<file path="src/rtl/bcd_event_counter.sv">
// Multi-channel push-button event counter: per-channel sync, debounce and edge
// detect feeding N_DIGITS-digit BCD counters with overflow policy and snapshot.
module bcd_event_counter #(
  parameter int N_CH            = 4,
  parameter int N_DIGITS        = 4,
  parameter int DEBOUNCE_CYCLES = 4,
  parameter int SAT_MODE        = 0
) (
  input  logic                     clk,
  input  logic                     reset,
  input  logic                     enable,
  input  logic                     clear,
  input  logic                     snap,
  input  logic [N_CH-1:0]          button,
  output logic [N_CH*N_DIGITS*4-1:0] digits,
  output logic [N_CH*N_DIGITS*4-1:0] snap_digits,
  output logic [N_CH-1:0]          overflow,
  output logic [N_CH-1:0]          event_pulse
);

  localparam int W = N_DIGITS * 4;

  logic [N_CH-1:0] sync1;
  logic [N_CH-1:0] sync2;
  logic [N_CH-1:0] stable;
  logic [N_CH-1:0] stable_d;
  logic [N_CH-1:0] rise;
  logic [N_CH-1:0] inc;
  logic [N_CH-1:0] all_nines;
  logic [W-1:0]    next_count [N_CH];

  always_ff @(posedge clk or negedge reset) begin
    if (!reset) begin
      sync1 <= '0;
      sync2 <= '0;
    end else begin
      sync1 <= button;
      sync2 <= sync1;
    end
  end

  generate
    if (DEBOUNCE_CYCLES == 0) begin : g_no_db
      always_ff @(posedge clk or negedge reset) begin
        if (!reset) stable <= '0;
        else        stable <= sync2;
      end
    end else begin : g_db
      localparam int CW = $clog2(DEBOUNCE_CYCLES + 1);
      localparam logic [CW-1:0] LAST = CW'(DEBOUNCE_CYCLES - 1);
      logic [CW-1:0] db_cnt [N_CH];

      // A channel's level only moves once s2 has disagreed for the full window.
      always_ff @(posedge clk or negedge reset) begin
        if (!reset) begin
          stable <= '0;
          for (int i = 0; i < N_CH; i++) db_cnt[i] <= '0;
        end else begin
          for (int i = 0; i < N_CH; i++) begin
            if (sync2[i] == stable[i]) begin
              db_cnt[i] <= '0;
            end else if (db_cnt[i] == LAST) begin
              stable[i] <= sync2[i];
              db_cnt[i] <= '0;
            end else begin
              db_cnt[i] <= db_cnt[i] + 1'b1;
            end
          end
        end
      end
    end
  endgenerate

  always_ff @(posedge clk or negedge reset) begin
    if (!reset) stable_d <= '0;
    else        stable_d <= stable;
  end

  assign rise = stable & ~stable_d;
  assign inc  = rise & {N_CH{enable}};

  // Ripple-carry BCD increment; a carry out of the top digit marks overflow.
  always_comb begin
    logic       carry;
    logic [3:0] d;
    carry     = 1'b0;
    d         = 4'd0;
    all_nines = '0;
    for (int i = 0; i < N_CH; i++) begin
      next_count[i] = '0;
      carry = 1'b1;
      for (int k = 0; k < N_DIGITS; k++) begin
        d = digits[i*W + k*4 +: 4];
        if (carry) begin
          if (d == 4'd9) begin
            d = 4'd0;
          end else begin
            d     = d + 4'd1;
            carry = 1'b0;
          end
        end
        next_count[i][k*4 +: 4] = d;
      end
      all_nines[i] = carry;
    end
  end

  always_ff @(posedge clk or negedge reset) begin
    if (!reset) begin
      digits      <= '0;
      overflow    <= '0;
      event_pulse <= '0;
    end else begin
      for (int i = 0; i < N_CH; i++) begin
        if (clear) begin
          digits[i*W +: W] <= '0;
          overflow[i]      <= 1'b0;
          event_pulse[i]   <= 1'b0;
        end else if (inc[i]) begin
          event_pulse[i] <= 1'b1;
          if (all_nines[i]) overflow[i] <= 1'b1;
          // Saturating channels hold all-9s; wrapping ones take the zeroed sum.
          if (!(all_nines[i] && (SAT_MODE != 0))) digits[i*W +: W] <= next_count[i];
        end else begin
          event_pulse[i] <= 1'b0;
        end
      end
    end
  end

  always_ff @(posedge clk or negedge reset) begin
    if (!reset)    snap_digits <= '0;
    else if (snap) snap_digits <= digits;
  end

endmodule

</file>
<file path="config.mk">
export PLATFORM = sky130hd
export DESIGN_NAME = bcd_event_counter
export DESIGN_NICKNAME = d
export VERILOG_FILES = /design/src/rtl/bcd_event_counter.sv
export SDC_FILE = /design/constraint.sdc
export NUM_CORES = 1
export LEC_CHECK = 0
export ABC_AREA = 1
export ABC_CLOCK_PERIOD_IN_PS = 2600
export BUFFER_PORTS_ARGS = -buffer_cell sky130_fd_sc_hd__buf_4
export CELL_PAD_IN_SITES_DETAIL_PLACEMENT = 0
export CELL_PAD_IN_SITES_GLOBAL_PLACEMENT = 1
export CORE_ASPECT_RATIO = 0.5
export CORE_UTILIZATION = 45
export DETAILED_ROUTE_END_ITERATION = 12
export PLACE_DENSITY = 0.93
export SETUP_SLACK_MARGIN = 0.02
export SYNTH_ARGS = -nofsm -noshare
export SYNTH_HDL_FRONTEND = slang
export SYNTH_SLANG_ARGS = --single-unit
export TNS_END_PERCENT = 20
</file>
<file path="constraint.sdc">
create_clock -name clk -period 2.6 [get_ports clk]
set_clock_uncertainty 0.1 [all_clocks]
set_input_delay 0.26 -clock clk [delete_from_list [all_inputs] [get_ports clk]]
set_output_delay 0.26 -clock clk [all_outputs]
set_load 0.03 [all_outputs]
</file>
== Word-level counts from Yosys, hierarchy flattened ==
Index checks and enable logic that the tools add are counted.

* $add $sub $neg: 20
* Equality and inequality tests: 24
* Mux-type cells: 92
* Bitwise gates (word level): 7
* Reduce and logical (&&, ||, !) cells: 40

{| class="wikitable"
|+ Operators with widths
! operator !! count
|-
| $mux 16 || 8
|-
| $mux 4 || 28
|-
| $add 4x1->4 const B || 16
|-
| $eq 4x4->1 const B || 16
|-
| $mux 1 || 48
|-
| $reduce_and 2->1 || 20
|-
| $reduce_bool 2->1 || 20
|-
| $mux 3 || 8
|-
| $add 3x1->3 const B || 4
|-
| $eq 3x2->1 const B || 4
|-
| $and 4x4->4 || 2
|-
| $eq 1x1->1 || 4
|-
| $not 1->1 || 4
|-
| $not 4->4 || 1
|}

* Register bits: 164
* Output and inout bits: 136

== Logic depth before layout (Yosys ltp) ==
Gate-level depths: netlist of run 1.

* Depth in word-level cells: 8
* Depth in mapped cells: 9
* Depth with buffers taken out: 9

== Least setup slack after synthesis of run 1 ==
Ideal clock, no wire load.

* Path type: flip-flop to flip-flop
* From: register digits[56]
* To: register digits[60]
* Library setup time: 119 ps
* Arrival: 1447 ps
* Data required time: 2381 ps
* Path slack: 934 ps
* Stages on the path, launching flop included: 9
* Buffers on the path: 0
* Period minus slack after synthesis: 1666 ps
* Cells stage by stage: dfrtp_1 > ha_1 > nand2_1 > nor2_1 > inv_1 > nor2_2 > nand2_1 > nand3_1 > nand2_1

* Cells in the longest elaborated chain, start to end: 5

{| class="wikitable"
|+ Ends and longest elaborated chain
! element !! RTL line !! RTL
|-
| from (decl) || 15 || <nowiki>output logic [N_CH*N_DIGITS*4-1:0] digits,</nowiki>
|-
| from (signal, indexed assignment) || 123 || <nowiki>if (!(all_nines[i] && (SAT_MODE != 0))) digits[i*W +: W] <= next_count[i];</nowiki>
|-
| $eq 4x4->1 || 95 || <nowiki>if (d == 4'd9) begin</nowiki>
|-
| $mux 1 || 95 ||
|-
| $mux 1 || 94 || <nowiki>if (carry) begin</nowiki>
|-
| $reduce_bool 2->1 (no line) || -- ||
|-
| $reduce_and 2->1 (no line) || -- ||
|}

Every way passes these cells.
A chain may end at the register's enable or synchronous reset.

== Worst setup path after layout of run 1 ==
* From: register digits[53]
* To: register digits[60]

* Cells in the longest elaborated chain, start to end: 6

{| class="wikitable"
|+ Ends and longest elaborated chain
! element !! RTL line
|-
| $eq 4x4->1 || 95
|-
| $mux 1 || 95
|-
| $mux 1 (2 in series) || 94
|-
| $reduce_bool 2->1 (no line) || --
|-
| $reduce_and 2->1 (no line) || --
|}

Every way passes these cells.

==> flow_summary_export.csv, run 1 <==
group,metric,value,unit
sta,setup_slack,0.852,ns
grt,use_met2,0.324,
run,cap_violations,0,
finish,antenna_cells,0,
cts,clk_latency,0.42,ns
sta,relSlewSlack,0.527,
sta,rsz0062_at_grt,"false",
yosys,yosysUniqueCellTypes,28,
drt,wirelength,16900,um
grt,grt_pass1_wl,28200,um
grt,use_met1,0.302,
yosys,ys_seq_area_frac,0.551,
finish,final_util,0.597,
grt,grt_max_degree,77,
cts,cts_tree,"built",
sta,slew_violations,0,
drt,postRouteAntennaNets,0,
die,fp.dieArea,0.0171,mm^2
yosys,synth_top_area_share,0.551,
hold_path,hold_class,"in2reg",
critical_path,worstSetupStartpointType,"flip-flop",
yosys,synthTopCellsByArea,"dfrtp_1, nand2_1, ha_1",
critical_path,cp.arrival,1.94,ns
sta,fin_crit_sh,0.672,
hold_path,whs_path_depth,2,
yosys,ys_ff_latch,164,
place,port_buffers,144,
place,place_ws,0.807,ns
critical_path,cp_max_fo,5,
finish,fin_nets,996,
drt,wl_per_cell,14.2,um
power_and_ir_drop,leakagePower,4.77,nW
die,start_util,0.472,
drt,drc,0,
finish,fill_cells,1402,
sta,worst_pin_slew,0.710,ns
die,coreArea,0.0158,mm^2
grt,overflow,0,
sta,fmax,572,MHz
die,die_w,184,um
yosys,syn_inst,796,
power_and_ir_drop,ir_drop,535,uV
cts,clock-sinks,164,
critical_path,path_class,"reg2reg",
finish,syn_to_final_growth,26.4,%
yosys,syn_area_per_cell,9.36,um^2
cts,path_clk_slew,0.07,ns
yosys,yosys.area.top_type,"dfrtp_1",
grt,use_met3,0.0362,
drt,drt-vias-per-instance,4.98,
cts,clk_path_buf_depth,2,
power_and_ir_drop,p_total,6.96,mW
sta,finalSetupViolCount,0,
sta,hold_violations,0,
cts,cts_root_buffer,"clkbuf_16",
power_and_ir_drop,pwr_density_cell,739,mW/mm^2
drt,drt_iter0_markers,394,
yosys,synth_area,0.00745,mm^2
critical_path,worstPathRequired,2.79,ns
cts,cts_buffers,17,
grt,grt_pass1_vias,5632,
grt,grt-busiest-layer,"met2",
die,die_h,93.0,um
yosys,syn_nets,841,
yosys,yosysWarnings,0,
critical_path,worst-r2r-cell-count,9,
finish,drive_above_1_share,0.230,
grt,track_usage,0.210,
grt,grt_antenna_before_repair,2,
die,pin_count,145,
sta,holdWs,0.114,ns
place,gp_congestion,0.834,
place,dp_hpwl,12100,um
drt,dr.pass1.iters,4,
sta,min_period,1.75,ns
cts,cts_resized,0,
drt,vias,5898,
die,fp-row-count,32,
cts,ctsHtreeMaxLevel,4,
sta,finalSetupTns,0,ns
critical_path,setup.worst_path.end_class,"flip-flop",
outcome,status,"finished, final reports clean",
[per-stage QoR]
| stage | std cells | instance area (um^2) |
|---|---|---|
| floorplan | 796 | 7450 |
| global placement | 1148 | 8800 |
| detailed placement | 1148 | 8800 |
| CTS | 1185 | 9420 |
| global route | 1185 | 9420 |
| finish | 1185 | 9420 |
[cell families (layout without fill, tap and decap cells)]
kind of cell / after synthesis / count (layout) / synth area share
simple gates: 369 / 369 / 0.218
compound gates: 93 / 93 / 0.0640
mux: 24 / 24 / 0.0361
buf+inv: 93 / 261 / 0.0504
flops: 164 / 164 / 0.551
xor+xnor: 17 / 17 / 0.0200
fa+ha+maj: 36 / 36 / 0.0604
[power by group]
part           internal (mW)  switching, mW
Combinational          0.521          0.899
Sequential              2.84          0.253
Clock                   1.39           1.06
Total                   4.75           2.21
[layer usage]
metal	up-vias	share of wire	wire, um
met2	105	0.45	7560
li1	2919	-	-
met5	-	0	0
met4	0	0.011	184
met1	2861	0.51	8600
met3	13	0.031	518
[worst max-delay path: stages (launching register included)]
cell	delay [ns]
dfrtp_1	0.42
inv_1	0.11
ha_1	0.18
nand2_1	0.06
nor2_1	0.16
nand2_1	0.10
nor2_2	0.18
nand2_1	0.14
nand3_1	0.09
nand2_1	0.07
[final timing paths]
path                            startpoint  slack (ns)               to
worst max-delay path            digits[53]        0.85       digits[60]
worst min-delay path                  snap        0.11  snap_digits[13]
worst max register to register  digits[53]        0.85       digits[60]
worst min register to register    sync1[3]        0.25         sync2[3]
max in group asynchronous            reset        1.28       digits[25]
min in group asynchronous            reset        0.34         sync1[1]
[state kept, by name, indices dropped and copies added (netlist names)]
signal / count
stable_d: 4
sync1: 4
digits: 64
sync2: 4
g_db.db_cnt: 12
stable: 4
overflow: 4
snap_digits: 64
event_pulse: 4
[layout make-up]
type	instances	area, um^2	area share
Sequential cell	164	4100	0.436
Inverter	71	267	0.0283
Clock buffer	20	457	0.0485
Multi-Input combinational cell	539	2970	0.315
Timing Repair Buffer	158	1230	0.130
Clock inverter	12	119	0.0126
Tap cell	221	277	0.0293
[cell usage after synthesis, drive strengths merged]
cell	instances
nor2	113
nand4	17
inv	71
ha	36
xnor2	7
o21a	1
mux2	23
mux2i	1
nand3b	5
nor3b	2
buf	18
o31ai	1
or2	4
dfrtp	164
o21ai	25
a21oi	61
xor2	10
o22ai	5
nand3	70
nand2	139
nor3	19
clkbuf	4
[what timing repair did]
| action | 4_1_cts | 5_1_grt |
|---|---|---|
| buffers inserted | 0 | 0 |
| hold buffers | 5 | 0 |
| hold endpoints to repair | 77 | 0 |
[placed cells by master (no fill, tap or decap), drive strengths merged]
cell type,count
nand3b,5
ha,36
clkinvlp,3
dfrtp,164
inv,76
nor3,19
or2,4
clkbuf,20
nor2,113
mux2,23
buf,153
dlygate4sd3,5
mux2i,1
o31ai,1
bufinv,1
o22ai,5
nand3,70
nand2,139
nor3b,2
nand4,17
a21oi,61
o21ai,25
o21a,1
clkinv,3
xor2,10
xnor2,7
Power figures use the tool's default switching activity.
==> inputs of run 2 (changes only) <==
--- a/config.mk
+++ b/config.mk
@@ -6,14 +6,14 @@
 export NUM_CORES = 1
 export LEC_CHECK = 0
 export ABC_AREA = 1
-export ABC_CLOCK_PERIOD_IN_PS = 2600
+export ABC_CLOCK_PERIOD_IN_PS = 1600
 export BUFFER_PORTS_ARGS = -buffer_cell sky130_fd_sc_hd__buf_4
 export CELL_PAD_IN_SITES_DETAIL_PLACEMENT = 0
 export CELL_PAD_IN_SITES_GLOBAL_PLACEMENT = 1
 export CORE_ASPECT_RATIO = 0.5
-export CORE_UTILIZATION = 45
+export CORE_UTILIZATION = 38
 export DETAILED_ROUTE_END_ITERATION = 12
-export PLACE_DENSITY = 0.93
+export PLACE_DENSITY = 0.84
 export SETUP_SLACK_MARGIN = 0.02
 export SYNTH_ARGS = -nofsm -noshare
 export SYNTH_HDL_FRONTEND = slang
==> constraint.sdc (replaced) <==
create_clock -name clk -period 1.6 [get_ports clk]
set_clock_uncertainty 0.1 [all_clocks]
set_input_delay 0.16 -clock clk [delete_from_list [all_inputs] [get_ports clk]]
set_output_delay 0.16 -clock clk [all_outputs]
set_load 0.03 [all_outputs]
==> flow_summary_export.csv, run 2 (synthesis results as in run 1) <==
group,metric,value,unit
outcome,status,"finished, final reports clean",
cts,path_clk_slew,0.07,ns
critical_path,crit_chain,"inv_2 -> ha_2 -> nand2_1 -> nor2_1 -> nand2_1 -> nand2_2 -> buf_6 -> o21ai_0 -> o21a_1",
critical_path,path_class,"reg2reg",
grt,grt_pass1_vias,5877,
place,gp_congestion,0.805,
drt,postRouteAntennaNets,0,
critical_path,cp.arrival,1.73,ns
drt,drt-vias-per-instance,4.81,
sta,min_period,1.52,ns
grt,grt_pass1_wl,30200,um
die,fp.dieArea,0.0202,mm^2
place,port_buffers,144,
finish,final_cell_area,0.0101,mm^2
drt,wirelength,18500,um
finish,fill_cells,1673,
place,post_dp_cell_area,0.00922,mm^2
drt,wl_per_cell,14.6,um
sta,rsz0062_at_grt,"true",
sta,setup_slack,0.0848,ns
sta,slew_violations,0,
critical_path,path_common_cell,"nand2_1",
cts,cts_tree,"built",
power_and_ir_drop,ir_drop,750,uV
critical_path,cp_max_fo,5,
die,fp-row-count,35,
cts,clk_latency,0.43,ns
hold_path,hold_class,"in2reg",
grt,grt_max_degree,61,
drt,drt_iter0_markers,259,
sta,worst_pin_slew,0.318,ns
die,start_util,0.397,
drt,drc,0,
sta,hold_violations,0,
grt,overflow,0,
critical_path,cp_slowest_cell,"dfrtp_2",
grt,track_usage,0.191,
place,dp_hpwl,13100,um
finish,drive_above_1_share,0.318,
finish,syn_to_final_growth,35.1,%
sta,finalSetupViolCount,0,
critical_path,setup.worst_path.end_class,"flip-flop",
finish,antenna_cells,0,
power_and_ir_drop,pwr_density_cell,1170,mW/mm^2
cts,cts_buffers,17,
sta,relSlewSlack,0.786,
sta,holdWs,0.0541,ns
die,coreArea,0.0188,mm^2
sta,fmax,660,MHz
finish,multi_input_area,0.00314,mm^2
finish,regArea,0.00412,mm^2
drt,dr.pass1.iters,4,
cts,clk_path_buf_depth,2,
run,cap_violations,0,
finish,top_regs,"digits x64, snap_digits x64, g_db.db_cnt x12",
critical_path,worstPathRequired,1.82,ns
drt,vias,6100,
place,placed_cells,1221,
finish,fin_cells,1267,
power_and_ir_drop,leakagePower,5.02,nW
die,pin_count,145,
cts,ctsHtreeMaxLevel,4,
cts,cts_root_buffer,"clkbuf_16",
place,place_ws,-0.0241,ns
finish,fin_nets,1040,
cts,clock-sinks,164,
die,die_h,101,um
grt,grt_antenna_before_repair,0,
sta,fin_crit_sh,0.947,
die,die_w,200,um
finish,layout_commonest_cell,"buf_4",
critical_path,worstSetupStartpointType,"flip-flop",
critical_path,slowest_delay,0.42,ns
finish,final_cell_mix,"buf_4, dfrtp_1, nand2_1",
-- run 2: cell count changes in the layout (fill, tap and decap cells not counted), moves of 5 or more --
cell,delta
nand3_2,+5
inv_1,-8
nand2_2,+7
inv_2,+8
dfrtp_1,-13
buf_4,+36
nor2_1,-13
nand3_1,-6
nand2_1,-7
nor2_2,+10
ha_1,-5
buf_12,+6
dfrtp_2,+13
-- run 2: worst paths after layout --
kind,from,endpoint,slack (ns),cells past startpoint
min,enable,event_pulse[2],0.05,3
max reg2reg,digits[17],digits[20],0.08,9
max,digits[17],digits[20],0.08,9
min reg2reg,sync1[0],sync2[0],0.25,0
min in group asynchronous,reset,event_pulse[2],0.06,2
max in group asynchronous,reset,digits[49],0.72,3
-- run 2: layout make-up --
class | instances | area share
clock inverters | 15 | 0.0157
multi-input cells | 539 | 0.311
repair buffers | 202 | 0.163
flip-flops and latches | 164 | 0.409
inverters | 71 | 0.0265
well taps | 259 | 0.0322
clock buffers | 17 | 0.0422
-- run 2: worst max-delay path: cells and delay by family (launching register included) --
| family | cells | cell delay [ns] |
|---|---|---|
| fa+ha+maj | 1 | 0.18 |
| simple gates | 4 | 0.34 |
| compound gates | 2 | 0.18 |
| flops | 1 | 0.42 |
| buf+inv | 2 | 0.18 |
-- run 2: routing by layer --
metal | up-vias | share of wire | global-route usage
li1 | 3026 | - | -
met1 | 2954 | 0.49 | 0.274
met2 | 103 | 0.47 | 0.299
met3 | 17 | 0.038 | 0.0355
met4 | 0 | 0.0082 | 0.0493
met5 | - | 0 | 0
-- run 2: what timing repair did --
| item | CTS | global route |
|---|---|---|
| pin swaps | 0 | 12 |
| endpoints found under the hold margin | 168 | 0 |
| setup buffers | 0 | 9 |
| gates resized for setup | 1 | 46 |
| hold buffers | 5 | 0 |
| endpoints found under the setup margin | 8 | 53 |
-- run 2: power by group --
part | internal, mW | leakage, nW | switching, mW
clock | 2.22 | 0.288 | 1.91
sequential | 4.63 | 2.14 | 0.367
combinational | 1.02 | 2.60 | 1.59
total | 7.87 | 5.02 | 3.87
-- run 2: stage by stage --
stage,total power [mW],utilization,setup TNS [ns]
after floorplan,6.54,-,-0.0144
after global placement,7.52,0.491,0
after detailed placement,7.60,0.491,-0.0499
after CTS,11.8,0.524,0
after global routing,12.4,0.536,-0.00670
final,11.7,0.536,0
